$ cat src/rtl/systolic_pkg.sv
// Shared definitions for the output-stationary systolic PE.
// Optional build macro used by pe_mac_unit: SYSTOLIC_PE_SATURATE_EN.
package systolic_pkg;

   // Drain-chain FSM states
   typedef enum logic [1:0] {
      IDLE,
      EMIT,
      FWD
   } pe_state_t;

   localparam int unsigned DEF_DATA_W = 8;
   localparam int unsigned DEF_ACC_W  = 20;

   // Largest signed value representable in acc_w bits (acc_w <= 64)
   function automatic logic signed [63:0] sat_max(input int unsigned acc_w);
      return (64'sd1 <<< (acc_w - 1)) - 64'sd1;
   endfunction

   // Smallest signed value representable in acc_w bits (acc_w <= 64)
   function automatic logic signed [63:0] sat_min(input int unsigned acc_w);
      return -(64'sd1 <<< (acc_w - 1));
   endfunction

endpackage

$ cat src/rtl/pe_mac_unit.sv
// Combinational signed multiply-add with overflow detection.
// Build macro SYSTOLIC_PE_SATURATE_EN: clamp the sum on overflow instead of wrapping.
module pe_mac_unit
   import systolic_pkg::*;
#(
   parameter int unsigned DATA_W = DEF_DATA_W,
   parameter int unsigned ACC_W  = DEF_ACC_W
) (
   input  logic signed [ACC_W-1:0]  acc,
   input  logic signed [DATA_W-1:0] a,
   input  logic signed [DATA_W-1:0] b,
   output logic signed [ACC_W-1:0]  sum,
   output logic                     ovf
);

`ifdef SYSTOLIC_PE_SATURATE_EN
   localparam logic signed [ACC_W-1:0] SAT_MAX = ACC_W'(sat_max(ACC_W));
   localparam logic signed [ACC_W-1:0] SAT_MIN = ACC_W'(sat_min(ACC_W));
`endif

   logic signed [2*DATA_W-1:0] prod;
   logic signed [ACC_W-1:0]    prod_ext;
   logic signed [ACC_W-1:0]    raw;

   // Full-precision product, sign-extended add, overflow from operand/result signs
   always_comb begin
      prod     = (2*DATA_W)'(a) * (2*DATA_W)'(b);
      prod_ext = ACC_W'(prod);
      raw      = acc + prod_ext;
      ovf      = (acc[ACC_W-1] == prod_ext[ACC_W-1]) && (raw[ACC_W-1] != acc[ACC_W-1]);
      sum      = raw;
`ifdef SYSTOLIC_PE_SATURATE_EN
      if (ovf) begin
         sum = acc[ACC_W-1] ? SAT_MIN : SAT_MAX;
      end
`endif
   end

endmodule

$ cat src/rtl/systolic_pe_os.sv
// Output-stationary systolic PE: forwards A east and B south, accumulates
// A*B locally, and unloads onto a per-column partial-sum drain chain.
// Build macro SYSTOLIC_PE_SATURATE_EN selects saturating accumulation.
// ACC_W must be at least 2*DATA_W.
module systolic_pe_os
   import systolic_pkg::*;
#(
   parameter int unsigned DATA_W    = DEF_DATA_W,
   parameter int unsigned ACC_W     = DEF_ACC_W,
   parameter int unsigned CHAIN_POS = 0
) (
   input  logic                     clk,
   input  logic                     reset_n,
   input  logic signed [DATA_W-1:0] a_in,
   input  logic                     a_valid_in,
   input  logic signed [DATA_W-1:0] b_in,
   input  logic                     b_valid_in,
   output logic signed [DATA_W-1:0] a_out,
   output logic                     a_valid_out,
   output logic signed [DATA_W-1:0] b_out,
   output logic                     b_valid_out,
   input  logic                     clear_acc,
   input  logic                     drain_in,
   input  logic signed [ACC_W-1:0]  psum_in,
   input  logic                     psum_valid_in,
   output logic signed [ACC_W-1:0]  psum_out,
   output logic                     psum_valid_out,
   output logic                     busy,
   output logic                     acc_ovf
);

   localparam int unsigned CNT_W = (CHAIN_POS > 0) ? $clog2(CHAIN_POS + 1) : 1;

   pe_state_t               state;
   logic [CNT_W-1:0]        fwd_cnt;
   logic signed [ACC_W-1:0] acc;
   logic signed [ACC_W-1:0] base;
   logic signed [ACC_W-1:0] mac_sum;
   logic                    mac_ovf;
   logic                    mac_fire;
   logic                    capture;
   logic                    clr;

   assign mac_fire = a_valid_in & b_valid_in;
   assign capture  = (state == IDLE) & drain_in;
   assign clr      = clear_acc | capture;
   // Clear takes effect before this cycle's product is added
   assign base     = clr ? '0 : acc;
   assign busy     = (state != IDLE);

   pe_mac_unit #(
      .DATA_W (DATA_W),
      .ACC_W  (ACC_W)
   ) u_mac (
      .acc (base),
      .a   (a_in),
      .b   (b_in),
      .sum (mac_sum),
      .ovf (mac_ovf)
   );

   // Operand pipeline: unconditional one-cycle delay to the neighbours
   always_ff @(posedge clk) begin
      if (!reset_n) begin
         a_out       <= '0;
         a_valid_out <= 1'b0;
         b_out       <= '0;
         b_valid_out <= 1'b0;
      end else begin
         a_out       <= a_in;
         a_valid_out <= a_valid_in;
         b_out       <= b_in;
         b_valid_out <= b_valid_in;
      end
   end

   // Accumulator and sticky overflow flag
   always_ff @(posedge clk) begin
      if (!reset_n) begin
         acc     <= '0;
         acc_ovf <= 1'b0;
      end else begin
         acc     <= mac_fire ? mac_sum : base;
         acc_ovf <= (acc_ovf & ~clr) | (mac_fire & mac_ovf);
      end
   end

   // Drain FSM: emit own result, then forward CHAIN_POS valid upstream beats
   always_ff @(posedge clk) begin
      if (!reset_n) begin
         state          <= IDLE;
         fwd_cnt        <= '0;
         psum_out       <= '0;
         psum_valid_out <= 1'b0;
      end else begin
         case (state)
            IDLE: begin
               if (drain_in) begin
                  psum_out       <= acc;
                  psum_valid_out <= 1'b1;
                  state          <= EMIT;
               end else begin
                  psum_valid_out <= 1'b0;
               end
            end
            EMIT: begin
               psum_valid_out <= 1'b0;
               if (CHAIN_POS == 0) begin
                  state <= IDLE;
               end else begin
                  state   <= FWD;
                  fwd_cnt <= CNT_W'(CHAIN_POS);
               end
            end
            FWD: begin
               psum_out       <= psum_in;
               psum_valid_out <= psum_valid_in;
               if (psum_valid_in) begin
                  fwd_cnt <= fwd_cnt - 1'b1;
                  if (fwd_cnt == CNT_W'(1)) begin
                     state <= IDLE;
                  end
               end
            end
            default: begin
               state          <= IDLE;
               psum_valid_out <= 1'b0;
            end
         endcase
      end
   end

endmodule

$ cat config.mk
export PLATFORM = sky130hd
export DESIGN_NAME = systolic_pe_os
export DESIGN_NICKNAME = d
export VERILOG_FILES = /design/src/rtl/systolic_pkg.sv /design/src/rtl/pe_mac_unit.sv /design/src/rtl/systolic_pe_os.sv
export SDC_FILE = /design/constraint.sdc
export NUM_CORES = 1
export LEC_CHECK = 0
export BUFFER_PORTS_ARGS = -buffer_cell sky130_fd_sc_hd__buf_2
export CORE_MARGIN = 4
export CORE_UTILIZATION = 57
export DETAILED_ROUTE_END_ITERATION = 10
export GPL_TIMING_DRIVEN = 0
export PLACE_DENSITY = 0.8
export REMOVE_ABC_BUFFERS = 1
export SLEW_MARGIN = 10
export SYNTH_ARGS = -nofsm -noshare
export SYNTH_HDL_FRONTEND = slang
export SYNTH_SLANG_ARGS = --single-unit
$ cat constraint.sdc
create_clock -name clk -period 14.2 [get_ports clk]
set_clock_uncertainty 0.15 [all_clocks]
set_input_delay 2.13 -clock clk [delete_from_list [all_inputs] [get_ports clk]]
set_output_delay 2.13 -clock clk [all_outputs]
set_load 0.05 [all_outputs]
* After elaboration in Yosys (flattened, before gate mapping) *
Cells that the tools add are included.

word-level totals
  register bits = 63
  latch bits = 0
  bits in writable memories = 0
  bits in read-only memories = 0
  input port bits = 43
  output and inout bits = 41
  word-level logic and storage cells = 43
  memories kept = 0

cells by class
  add/subtract/negate cells = 2
  multiply operators = 1
  divide/modulo/power cells = 0
  magnitude comparators = 0
  equality and inequality tests = 6
  shift-type cells = 0
  multiplexer cells = 10
  bitwise operators = 7
  reduce and logical (&&, ||, !) cells = 7

operators by type and width
  kind                 count
  $mux 20              3
  $pmux 20 s2          1
  $add 20x16->20       1
  $mul 8x8->16         1
  $mux 2               3
  $ne 2x2->1 const B   3
  $and 1x1->1          4
  $pmux 2 s2           1
  $reduce_and 2->1     2
  $reduce_bool 2->1    2
  $reduce_and 3->1     1
  $eq 2x2->1 const B   1
  $logic_not 2->1      1
  $or 1x1->1           2
  $pmux 1 s2           1
  $eq 1x1->1           1
  $logic_and 1x1->1    1
  $mux 1               1
  $ne 1x1->1           1
  $not 1->1            1
  $sub 1x1->1 const B  1

* Longest topological paths before layout *
  word-level depth = 9
  gate-level depth with buffers = 28
  mapped depth without buffers = 28

* By module *
From an unflattened synthesis, not the netlist that was laid out.

second synthesis, totals
  cells, all modules = 611
  area, all modules = 5,567.8 µm²

modules (own cells, without submodules)
  module          times used  cells an instance  area an instance (µm²)  sequential area each (µm²)
  pe_mac_unit     1           406                3,455.8                 0.0
  systolic_pe_os  1           205                2,112.0                 1,221.2

* Worst setup path before layout *
No wires, ideal clock.

  kind = input to register
  start point = input port a_in[3]
  end point = register acc[18]
  library setup time = 0.086 ns
  data arrival time = 7.630 ns
  data required time = 13.964 ns
  path slack = 6.334 ns
  stages on the path = 26
  buffers on the path = 0
  cells stage by stage = and2_1 > fa_1 > inv_1 > fa_1 > inv_1 > fa_1 > inv_1 > fa_1 > inv_1 > ha_1 > a21oi_1 > o21bai_1 > a21oi_1 > nor2b_1 > o21a_1 > o21ai_0 > nand2b_1 > a21oi_1 > xnor2_1 > ha_1 > and3_1 > a221o_1 > a2111oi_4 > nor3_2 > xnor2_1 > a211oi_1

on the way
  cells in the longest elaborated chain, start to end = 3

RTL lines
  what                  RTL line              text
  start, declared       systolic_pe_os.sv:14  input logic signed [DATA_W-1:0] a_in,
  $mul 8x8->16          pe_mac_unit.sv:27     prod = (2*DATA_W)'(a) * (2*DATA_W)'(b);
  $add 20x16->20        pe_mac_unit.sv:29     raw = acc + prod_ext;
  $mux 20               systolic_pe_os.sv:83  acc <= mac_fire ? mac_sum : base;
  end signal, assigned  systolic_pe_os.sv:83
  end, declared         systolic_pe_os.sv:36  logic signed [ACC_W-1:0] acc;

Every way passes these cells.
A chain may end at the register's enable or synchronous reset.

* Worst setup path after layout *
  start point = input port a_in[0]
  end point = register acc[18]

The elaborated chain is that of the path after synthesis.

==> flow_summary.toml <==
[status]
outcome = "completed"

[critical_path]
timing.rr.end = "acc[18]"
worst_path_largest_cell_delay_ps = 550
reg2reg_setup_slack_ps = 9760
critPathCapture = "acc[18]"
crit_fanout = 9
worst_setup_path_startpoint = "a_in[0]"
timing.rr.start = "state[0]"
reg2regPathDepth = 16
crit_arrival_ps = 8270
critical_path.endpoint_type = "register"
cpMostUsedCell = "sky130_fd_sc_hd__fa_1"
cell_with_the_biggest_individual_delay_on_the_critical_path = "sky130_fd_sc_hd__fa_1"
setup.worst_path.start_class = "primary input"
required_ps = 14320
setup.worst_path.class = "in -> reg"

[clocking]
insertion_delay_ps = 350
h-tree-depth = 3
clk_pin_slew_ps = 70
cts_num_sinks = 61
tritoncts.num_buffers = 9
library_cell_used_as_clock_root_buffer = "sky130_fd_sc_hd__clkbuf_8"
cts_max_path_buffers = 2
post_cts_resized = 0
post_cts_buffers = 0
tritoncts = "built"
cts_hold_buf = 0

[grt]
total_global_route_track_usage = 0.227
grt_antenna_before_repair = 0
via_count_of_the_first_global_routing_pass = 4790
overflow = 0
grt_start_max_net_pins = 56
wire_length_of_the_first_global_routing_pass_mm = 21.3

[synthesis]
yosys_warnings = 0
post-synth-top-area-cell = "sky130_fd_sc_hd__dfxtp_1"
synthTopCellsByArea = "sky130_fd_sc_hd__dfxtp_1 22%, sky130_fd_sc_hd__fa_1 20%, sky130_fd_sc_hd__and2_1 10%"
proportion_of_synthesized_chip_area_in_sequential_cells = 0.215
synth_ff_type = "sky130_fd_sc_hd__dfxtp_1"
async_flop_share = 0
syn_avg_cell_area_um2 = 8.53
synth_cells = 665
synth_enable_flop_cells = 0
syn-cell-area_um2 = 5680
synth.most_common_cell = "sky130_fd_sc_hd__and2_1"
synth.lib_cells_used.distinct = 49
synth_commonest_cells = "95 x sky130_fd_sc_hd__and2_1, 94 x sky130_fd_sc_hd__inv_1, 85 x sky130_fd_sc_hd__nand2_1"
synth.ff_latch_count = 61
synth_top_area_frac = 0.215

[routing]
drt_first_iter_violations = 162
route.antenna.remaining_nets = 0
route.detailed.vias_per_inst = 5.34
drcViolationCount = 0
detail_route.wl_per_cell_um = 14.0
dr.pass1.iters = 4
via_count = 4576
route.final.wire_length_mm = 12.0

[flow_run]
drv_cap = 0

[layout]
nets = 865
layout-area-overhead-vs-synth_pct = 11.2
antenna_cells_inserted = 0
drive_above_1_share = 0.124
final_core_util = 0.648

[die]
die-height_um = 108
initial_core_util = 0.583
die_area_um2 = 11600
floorplan.die.width_um = 108
pin_count = 84
placement_rows = 36
coreArea_um2 = 9730

[timing]
finalWorstPathRequiredPeriod_ps = 8150
maxSlewViolCount = 0
timing_worst_slew_pin_value_ps = 881
setup_viol = 0
maxSlewHeadroom = 0.412
finalCritPeriodShare = 0.574
setup_total_negative_slack_ps = 0
rsz0062_at_grt = "no"
maxClockFrequency_mhz = 123
timing.hold.ws_ps = 300
finalHoldViolCount = 0

[power_and_ir_drop]
p_leak_nw = 3.02
ir_worst_vdd_mv = 0.228
powerDensity_nw_per_um2 = 202

[placement]
globalplace.congestion = 0.835
hpwlAfterDp_mm = 9.20
port_buffers = 62

[min_path]
hold_path_class = "reg -> reg"
final cells by class:
cell class | instances | area (um2)
Clock buffer | 12 | 165
Sequential cell | 61 | 1220
Clock inverter | 3 | 43.8
Multi-Input combinational cell | 491 | 4030
Tap cell | 133 | 166
Fill cell | 842 | 3420
Inverter | 94 | 353
Timing Repair Buffer | 63 | 325
flip-flops by register name (all words and copies together) (netlist names):
signal and cells:
acc_ovf 1, psum_valid_out 1, a_out 8, psum_out 20, b_out 8, state 1, b_valid_out 1, acc 20
a_valid_out 1
metrics by stage:
stage | worst slack, ps | instances | total power, mW | instance area (um2)
final | 6050 | 857 | 1.27 | 6310
after global placement | 5890 | 841 | 1.06 | 6080
after floorplan | 6330 | 646 | 0.939 | 5600
after detailed placement | 5770 | 842 | 1.10 | 6100
after CTS | 6050 | 857 | 1.28 | 6310
after global routing | 5630 | 857 | 1.42 | 6310
report_power, final:
part / switching [mW] / internal, mW
Combinational: 0.518 / 0.377
Clock: 0.0737 / 0.0945
Sequential: 0.0132 / 0.196
Total: 0.605 / 0.668
logic make-up after synthesis:
| family | Yosys count | share of synthesized area |
|---|---|---|
| compound gates | 111 | 0.133 |
| simple gates | 242 | 0.220 |
| buf+inv | 113 | 0.0750 |
| mux | 4 | 0.00750 |
| flops | 61 | 0.215 |
| fa+ha+maj | 102 | 0.299 |
| xor+xnor | 32 | 0.0507 |
how the worst min path moves through the flow:
stage	from	end	slack, ps	depth (start not counted)
2_1_floorplan	acc[0]	psum_out[0]	280	2
3_3_place_gp	acc[1]	psum_out[1]	290	2
3_5_place_dp	psum_out[7]	psum_out[7]	290	2
4_1_cts	psum_out[7]	psum_out[7]	300	2
5_1_grt	psum_out[7]	psum_out[7]	330	2
6_report	acc[5]	psum_out[5]	300	2
cells in the final DEF, fill, tap and decap left out, types with 4 or more instances in the layout:
cell                        n
sky130_fd_sc_hd__and2_1    95
sky130_fd_sc_hd__inv_1     94
sky130_fd_sc_hd__nand2_1   85
sky130_fd_sc_hd__buf_2     62
sky130_fd_sc_hd__dfxtp_1   61
sky130_fd_sc_hd__fa_1      56
sky130_fd_sc_hd__ha_1      46
sky130_fd_sc_hd__a21oi_1   29
sky130_fd_sc_hd__xnor2_1   25
sky130_fd_sc_hd__o21ai_0   21
sky130_fd_sc_hd__nor2_1    18
sky130_fd_sc_hd__a21boi_0  12
sky130_fd_sc_hd__clkbuf_8  12
sky130_fd_sc_hd__nor2b_1   10
sky130_fd_sc_hd__nand3_1    9
sky130_fd_sc_hd__nand2b_1   8
sky130_fd_sc_hd__a21o_1     7
sky130_fd_sc_hd__xor2_1     6
sky130_fd_sc_hd__a211oi_1   6
sky130_fd_sc_hd__o21bai_1   5
sky130_fd_sc_hd__o21ai_1    4
sky130_fd_sc_hd__and3_1     4
critical path: cells and delay by family:
family	cells	cell delay (ps)
xor gates and xnor gates	2	220
and+or+nand+nor	5	690
AOI/OAI and AO/OA	9	2040
buffers and inverters	4	330
adders and majority gates	6	2870
routing by layer:
metal,global-route usage,part of all wire,up-vias
li1,-,-,2242
met5,0,0,-
met1,0.260,0.41,2235
met4,0.0902,0.028,0
met3,0.0336,0.031,27
met2,0.421,0.54,72
(Power assumes the default switching activity.)
